$ cat config.mk
export PLATFORM = sky130hd
export DESIGN_NAME = uart_tx_cfg
export DESIGN_NICKNAME = d
export VERILOG_FILES = /design/src/rtl/uart_tx_cfg.sv
export SDC_FILE = /design/constraint.sdc
export NUM_CORES = 1
export LEC_CHECK = 0
export ABC_AREA = 1
export BUFFER_PORTS_ARGS = -buffer_cell sky130_fd_sc_hd__buf_2
export CAP_MARGIN = 20
export CORE_UTILIZATION = 60
export CTS_CLUSTER_DIAMETER = 120
export DETAILED_ROUTE_END_ITERATION = 12
export GPL_ROUTABILITY_DRIVEN = 0
export PLACE_DENSITY = 0.83
export SLEW_MARGIN = 20
export SYNTH_ARGS = -nofsm -noshare
export SYNTH_HDL_FRONTEND = slang
export SYNTH_SLANG_ARGS = --single-unit
$ cat constraint.sdc
create_clock -name clk_i -period 4.28 [get_ports clk_i]
set_clock_uncertainty 0.15 [all_clocks]
set_input_delay 0.856 -clock clk_i [delete_from_list [all_inputs] [get_ports clk_i]]
set_output_delay 0.856 -clock clk_i [all_outputs]
set_load 0.02 [all_outputs]
$ cat src/rtl/uart_tx_cfg.sv
// Runtime-configurable UART transmitter: 5..MaxDataBits data bits LSB first,
// none/even/odd parity and 1/1.5/2 stop bits, paced by an external oversample tick.
module uart_tx_cfg #(
  parameter int MaxDataBits = 9,
  parameter int Oversample  = 16
) (
  input  logic                   clk_i,
  input  logic                   rst_i,
  input  logic                   sample_tick_i,
  input  logic [3:0]             data_len_i,
  input  logic [1:0]             parity_i,
  input  logic [1:0]             stop_i,
  input  logic [MaxDataBits-1:0] din_i,
  input  logic                   din_valid_i,
  output logic                   din_ready_o,
  output logic                   tx_o,
  output logic                   busy_o,
  output logic                   tx_done_tick_o
);

  localparam int              CntW       = $clog2(2 * Oversample);
  localparam logic [CntW-1:0] CntOne     = CntW'(1);
  localparam logic [CntW-1:0] BitLast    = CntW'(Oversample - 1);
  localparam logic [CntW-1:0] Stop15Last = CntW'(3 * Oversample / 2 - 1);
  localparam logic [CntW-1:0] Stop2Last  = CntW'(2 * Oversample - 1);
  localparam logic [3:0]      MaxLen     = 4'(MaxDataBits);

  typedef enum logic [2:0] {
    S_IDLE,
    S_START,
    S_DATA,
    S_PARITY,
    S_STOP
  } state_e;

  state_e                 state_q;
  logic [CntW-1:0]        cnt_q;
  logic [3:0]             bits_q;
  logic [3:0]             len_q;
  logic                   par_en_q;
  logic                   par_bit_q;
  logic [CntW-1:0]        stop_last_q;
  logic [MaxDataBits-1:0] buf_q;
  logic                   tx_q;

  logic [3:0]             len_d;
  logic [MaxDataBits-1:0] data_d;
  logic                   par_en_d;
  logic                   par_bit_d;
  logic [CntW-1:0]        stop_last_d;
  logic                   bit_end;
  logic                   stop_end;

  function automatic logic [3:0] clamp_len(input logic [3:0] len);
    if (len < 4'd5) return 4'd5;
    if (len > MaxLen) return MaxLen;
    return len;
  endfunction

  function automatic logic [MaxDataBits-1:0] mask_data(input logic [MaxDataBits-1:0] d,
                                                       input logic [3:0]             len);
    logic [MaxDataBits-1:0] m;
    for (int i = 0; i < MaxDataBits; i++) m[i] = (i < int'(len));
    return d & m;
  endfunction

  // Frame configuration snapshotted on the accept edge
  always_comb begin
    len_d     = clamp_len(data_len_i);
    data_d    = mask_data(din_i, len_d);
    par_en_d  = (parity_i == 2'b01) || (parity_i == 2'b10);
    par_bit_d = (parity_i == 2'b10) ? ~^data_d : ^data_d;
    case (stop_i)
      2'b00:   stop_last_d = BitLast;
      2'b01:   stop_last_d = Stop15Last;
      default: stop_last_d = Stop2Last;
    endcase
  end

  assign bit_end  = sample_tick_i && (cnt_q == BitLast);
  assign stop_end = sample_tick_i && (cnt_q == stop_last_q);

  always_ff @(posedge clk_i) begin
    if (rst_i) begin
      state_q     <= S_IDLE;
      cnt_q       <= '0;
      bits_q      <= '0;
      len_q       <= '0;
      par_en_q    <= 1'b0;
      par_bit_q   <= 1'b0;
      stop_last_q <= '0;
      buf_q       <= '0;
      tx_q        <= 1'b1;
    end else begin
      case (state_q)
        S_IDLE: begin
          if (din_valid_i) begin
            state_q     <= S_START;
            tx_q        <= 1'b0;
            cnt_q       <= '0;
            bits_q      <= '0;
            buf_q       <= data_d;
            len_q       <= len_d;
            par_en_q    <= par_en_d;
            par_bit_q   <= par_bit_d;
            stop_last_q <= stop_last_d;
          end
        end
        S_START: begin
          if (bit_end) begin
            cnt_q   <= '0;
            state_q <= S_DATA;
            tx_q    <= buf_q[0];
          end else if (sample_tick_i) begin
            cnt_q <= cnt_q + CntOne;
          end
        end
        S_DATA: begin
          if (bit_end) begin
            cnt_q  <= '0;
            buf_q  <= buf_q >> 1;
            bits_q <= bits_q + 4'd1;
            if (bits_q == len_q - 4'd1) begin
              if (par_en_q) begin
                state_q <= S_PARITY;
                tx_q    <= par_bit_q;
              end else begin
                state_q <= S_STOP;
                tx_q    <= 1'b1;
              end
            end else begin
              // buf_q[1] is the bit that lands in position 0 after this shift
              tx_q <= buf_q[1];
            end
          end else if (sample_tick_i) begin
            cnt_q <= cnt_q + CntOne;
          end
        end
        S_PARITY: begin
          if (bit_end) begin
            cnt_q   <= '0;
            state_q <= S_STOP;
            tx_q    <= 1'b1;
          end else if (sample_tick_i) begin
            cnt_q <= cnt_q + CntOne;
          end
        end
        S_STOP: begin
          if (stop_end) begin
            cnt_q   <= '0;
            state_q <= S_IDLE;
          end else if (sample_tick_i) begin
            cnt_q <= cnt_q + CntOne;
          end
        end
        default: begin
          state_q <= S_IDLE;
          tx_q    <= 1'b1;
        end
      endcase
    end
  end

  assign din_ready_o    = (state_q == S_IDLE);
  assign busy_o         = (state_q != S_IDLE);
  assign tx_done_tick_o = (state_q == S_STOP) && stop_end;
  assign tx_o           = tx_q;

endmodule

After elaboration in Yosys (flattened, before gate mapping)
Cells that the tools add are included.
{"block": "op_classes", "add_sub_neg": 3, "n_mul": 0, "div": 0, "magnitude_cmp": 11, "n_eq_ne": 16, "shifts": 0, "mux": 35, "bitwise_logic": 2, "reduce_logical": 17}
{"op": "$mux W4", "count": 6}
{"op": "$mux W3", "count": 7}
{"op": "$mux W5", "count": 4}
{"op": "$mux W9", "count": 2}
{"op": "$pmux W9 S2", "count": 1}
{"op": "$lt A3 B4 Y1 const A", "count": 4}
{"op": "$pmux W3 S5", "count": 1}
{"op": "$pmux W5 S3", "count": 1}
{"op": "$ne A2 B2 Y1 const B", "count": 6}
{"op": "$mux W1", "count": 10}
{"op": "$pmux W5 S2", "count": 1}
{"op": "$and A9 B9 Y9", "count": 1}
{"op": "$reduce_xnor A9 Y1", "count": 1}
{"op": "$reduce_xor A9 Y1", "count": 1}
{"op": "$lt A1 B4 Y1 const A", "count": 2}
{"op": "$lt A2 B4 Y1 const A", "count": 2}
{"op": "$pmux W4 S2", "count": 1}
{"op": "$eq A3 B2 Y1 const B", "count": 2}
{"op": "$reduce_and A6 Y1", "count": 1}
{"op": "$reduce_bool A3 Y1", "count": 2}
{"op": "$add A5 B1 Y5 const B", "count": 1}
{"op": "$eq A5 B4 Y1 const B", "count": 1}
{"op": "$eq A5 B5 Y1", "count": 1}
{"op": "$pmux W1 S5", "count": 1}
{"op": "20 further kinds", "count": 24}
{"block": "totals", "register_bits": 33, "latch_bits": 0, "ram_bits": 0, "rom_bits": 0, "in_bits": 21, "out_inout_bits": 4, "elab_cells": 93, "memories": 0}

Logic depth before layout (Yosys ltp)
{"block": "logic_depth", "ltp_word": 9, "mapped_depth": 14, "depth_no_buf": 14}

Worst setup path before layout
OpenSTA, ideal clock, no wires.
{"block": "synth_path", "kind": "input-to-output", "startpoint": "input port sample_tick_i", "endpoint": "output port tx_done_tick_o", "arrival_ps": 1516, "t_required_ps": 3274, "path_slack_ps": 1758, "stages": 5, "n_path_buf": 1, "path_cell_list": "buf_2 nand3_1 nor2_1 nand2_1 nor2_1"}
{"block": "synth_via", "elab_chain_len": 2}
{"element": "start, declared", "line_no": "9", "source": "input logic sample_tick_i,"}
{"element": "$logic_and A1 B1 Y1", "line_no": "81", "source": "assign stop_end = sample_tick_i && (cnt_q == stop_last_q);"}
{"element": "$logic_and A1 B1 Y1", "line_no": "166", "source": "assign tx_done_tick_o = (state_q == S_STOP) && stop_end;"}
{"element": "end, declared", "line_no": "18", "source": "output logic tx_done_tick_o"}
No other way between the ends.

Worst setup path in the final report
Same ends and word-level chain as after synthesis.

==> out/qor.yml <==
drt:
  firstDrtPassIters: 4
  post_drt_wl_per_cell_um: 10.70
  vias: 1824
  drt_iter0_drc: 75
  ant_nets: 0
  routed_wl_um: 3872
  vias_per_cell: 5.039
  drc_errors: 0
layout:
  area.growth.synth_to_final_pct: 10.07
  fin_util: 0.7225
  nets: 346
  diodes: 0
  drive_gt1_frac: 0.1313
  fillers: 281
min_path:
  whs_path_depth: 2
  hp-class: "reg -> reg"
  min_from: "buf_q[3]$_SDFFE_PP0P_"
yosys:
  synthesis.area_um2: 1888
  synth_enable_flop_cells: 0
  yosys.area.top_type: "dfxtp_1"
  yosysMostFrequentCell: "nand2_1"
  async_flop_share: 0
  syn-mean-instance-area_um2: 6.379
  ys_types: 31
  ys_ff_latch: 31
  synth_area_leaders: "dfxtp_1, nand2_1, inv_1"
  synth_ff_type: "dfxtp_1"
  synth_nets: 322
  yosysWarnings: 0
  yosysSeqAreaShare: 0.3287
  syn_inst: 296
  yosys-top-cells-count: "nand2_1, inv_1, dfxtp_1, nor2_1"
  netlist.area_leader.share: 0.3287
clock_tree:
  numCtsBuffers: 5
  root_buffer: "clkbuf_4"
  holdBufCountCts: 0
  htree_levels: 2
  cts_buffer_depth: 2
  post_cts_buffers: 0
  cts.repair.resized: 0
  path_clk_slew_ns: 0.09
  clkLatencyLatePin_ns: 0.33
  cts_sinks: 31
  cts_tree: "yes"
worst_setup_path:
  startpoint: "sample_tick_i"
  critical_path_required_ns: 3.27
  rr_worst_depth: 7
  crit_fanout: 10
  reg2reg_from: "state_q[1]$_SDFFE_PP0P_"
  critPathCaptureType: "output port"
  critPathKind: "in -> out"
  start_kind: "primary input"
  arrival_ns: 1.53
power_and_ir_drop:
  powerDensity_nw_per_um2: 521.8
  cellLeakagePower_nw: 1.012
  peakVddDrop_mv: 0.3270
floorplan:
  dieArea_um2: 3375
  core_um2: 2877
  dieHeight_um: 58.10
  pin_count: 25
  die_w_um: 58.10
  rows: 19
  floorplan.initialDensity: 0.6564
placed_design:
  dp.final_hpwl_um: 2938
  portBuffers: 24
global_route:
  gr-total-overflow: 0
  antenna_found_initial: 0
  grt_usage: 0.2583
  grt_max_degree: 19
  grt_pass1_vias: 1709
  grt_pass1_wl_um: 6720
run:
  max_cap_violations: 0
sta:
  finalHoldViolations: 0
  maxSlewHeadroom: 0.6582
  tightest_slew_ns: 0.5121
  fin_crit_sh: 0.5918
  fin_setup_tns_ns: 0
  grt_setup_unrepaired: "no"
  fmax_ghz: 0.3948
  drv_slew: 0
  timing.final.crit_period_ns: 2.533
  setup_viol: 0
outcome:
  status: "finished clean"
[routing by layer]
metal,global-route usage,vias up,share of wire
li1,-,990,-
met1,0.3126,784,0.50
met2,0.4351,44,0.44
met3,0.07589,6,0.049
met4,0.09184,0,0.011
met5,0,-,0
[worst max-delay path: stages]
cell and delay [ns]:
buf_2 0.17, nand3_1 0.10, nor2_1 0.09, nand2_1 0.07, nor2_1 0.08, buf_2 0.16
[worst paths after layout]
path	end	slack, ns
setup / recovery	tx_done_tick_o	1.75
hold / removal	buf_q[3]$_SDFFE_PP0P_	0.31
setup reg to reg	buf_q[4]$_SDFFE_PP0P_	1.97
hold reg to reg	buf_q[3]$_SDFFE_PP0P_	0.31
[power by group]
| part | internal [mW] | switching (mW) | total, mW |
|---|---|---|---|
| Clock | 0.0760 | 0.0965 | 0.173 |
| Combinational | 0.165 | 0.321 | 0.486 |
| Sequential | 0.367 | 0.0583 | 0.425 |
| Total | 0.608 | 0.476 | 1.08 |
[registers in the layout (all words and copies together), names as in the netlist]
name         flops
cnt_q            5
buf_q            9
len_q            4
tx_o             1
state_q          3
stop_last_q      3
par_bit_q        1
bits_q           4
par_en_q         1
[layout by cell type (no fill, tap or decap), types with 2 or more instances in the layout]
cell and instances:
buf_2 24, o21a_1 2, o211ai_1 2, dfxtp_1 31, ha_1 5, nor2_1 28
nand3_1 17, xnor2_1 3, inv_1 40, clkbuf_4 5, a21oi_1 20, o21ai_0 20
nand4_1 3, nor2_2 2, inv_2 3, nand2_1 89, a31oi_1 7, xor2_1 5
[per-stage QoR]
| step | area (µm²) | worst slack, ns | total power [mW] | hold slack [ns] | cells |
|---|---|---|---|---|---|
| after floorplan | 1888 | 1.758 | 0.8106 | 0.2738 | 296 |
| after global placement | 2022 | 1.762 | 0.8982 | 0.2862 | 355 |
| after detailed placement | 2022 | 1.757 | 0.9137 | 0.2906 | 355 |
| after CTS | 2078 | 1.756 | 1.088 | 0.3043 | 362 |
| after global routing | 2078 | 1.660 | 1.183 | 0.3443 | 362 |
| final | 2078 | 1.747 | 1.084 | 0.3063 | 362 |
[cells by family (layout without fill, tap and decap cells)]
group                    after synthesis  in the layout  share of synthesized area
buffers and inverters                 50             74                     0.1060
AO/OA/AOI/OAI                         57             57                     0.1763
flip-flops                            31             31                     0.3287
adder cells (fa/ha/maj)                5              5                    0.03313
AND/OR/NAND/NOR                      145            145                     0.3188
XOR/XNOR                               8              8                    0.03711
[layout make-up]
cell class | instances | area [µm²] | area share
multi-input combinational | 215 | 1067 | 0.5135
sequential | 31 | 620.6 | 0.2986
inverter | 43 | 161.4 | 0.07766
timing repair buffer | 24 | 120.1 | 0.05780
tap | 42 | 52.55 | 0.02529
clock buffer | 6 | 51.30 | 0.02468
clock inverter | 1 | 5.005 | 0.002408
(Power assumes the default switching activity.)
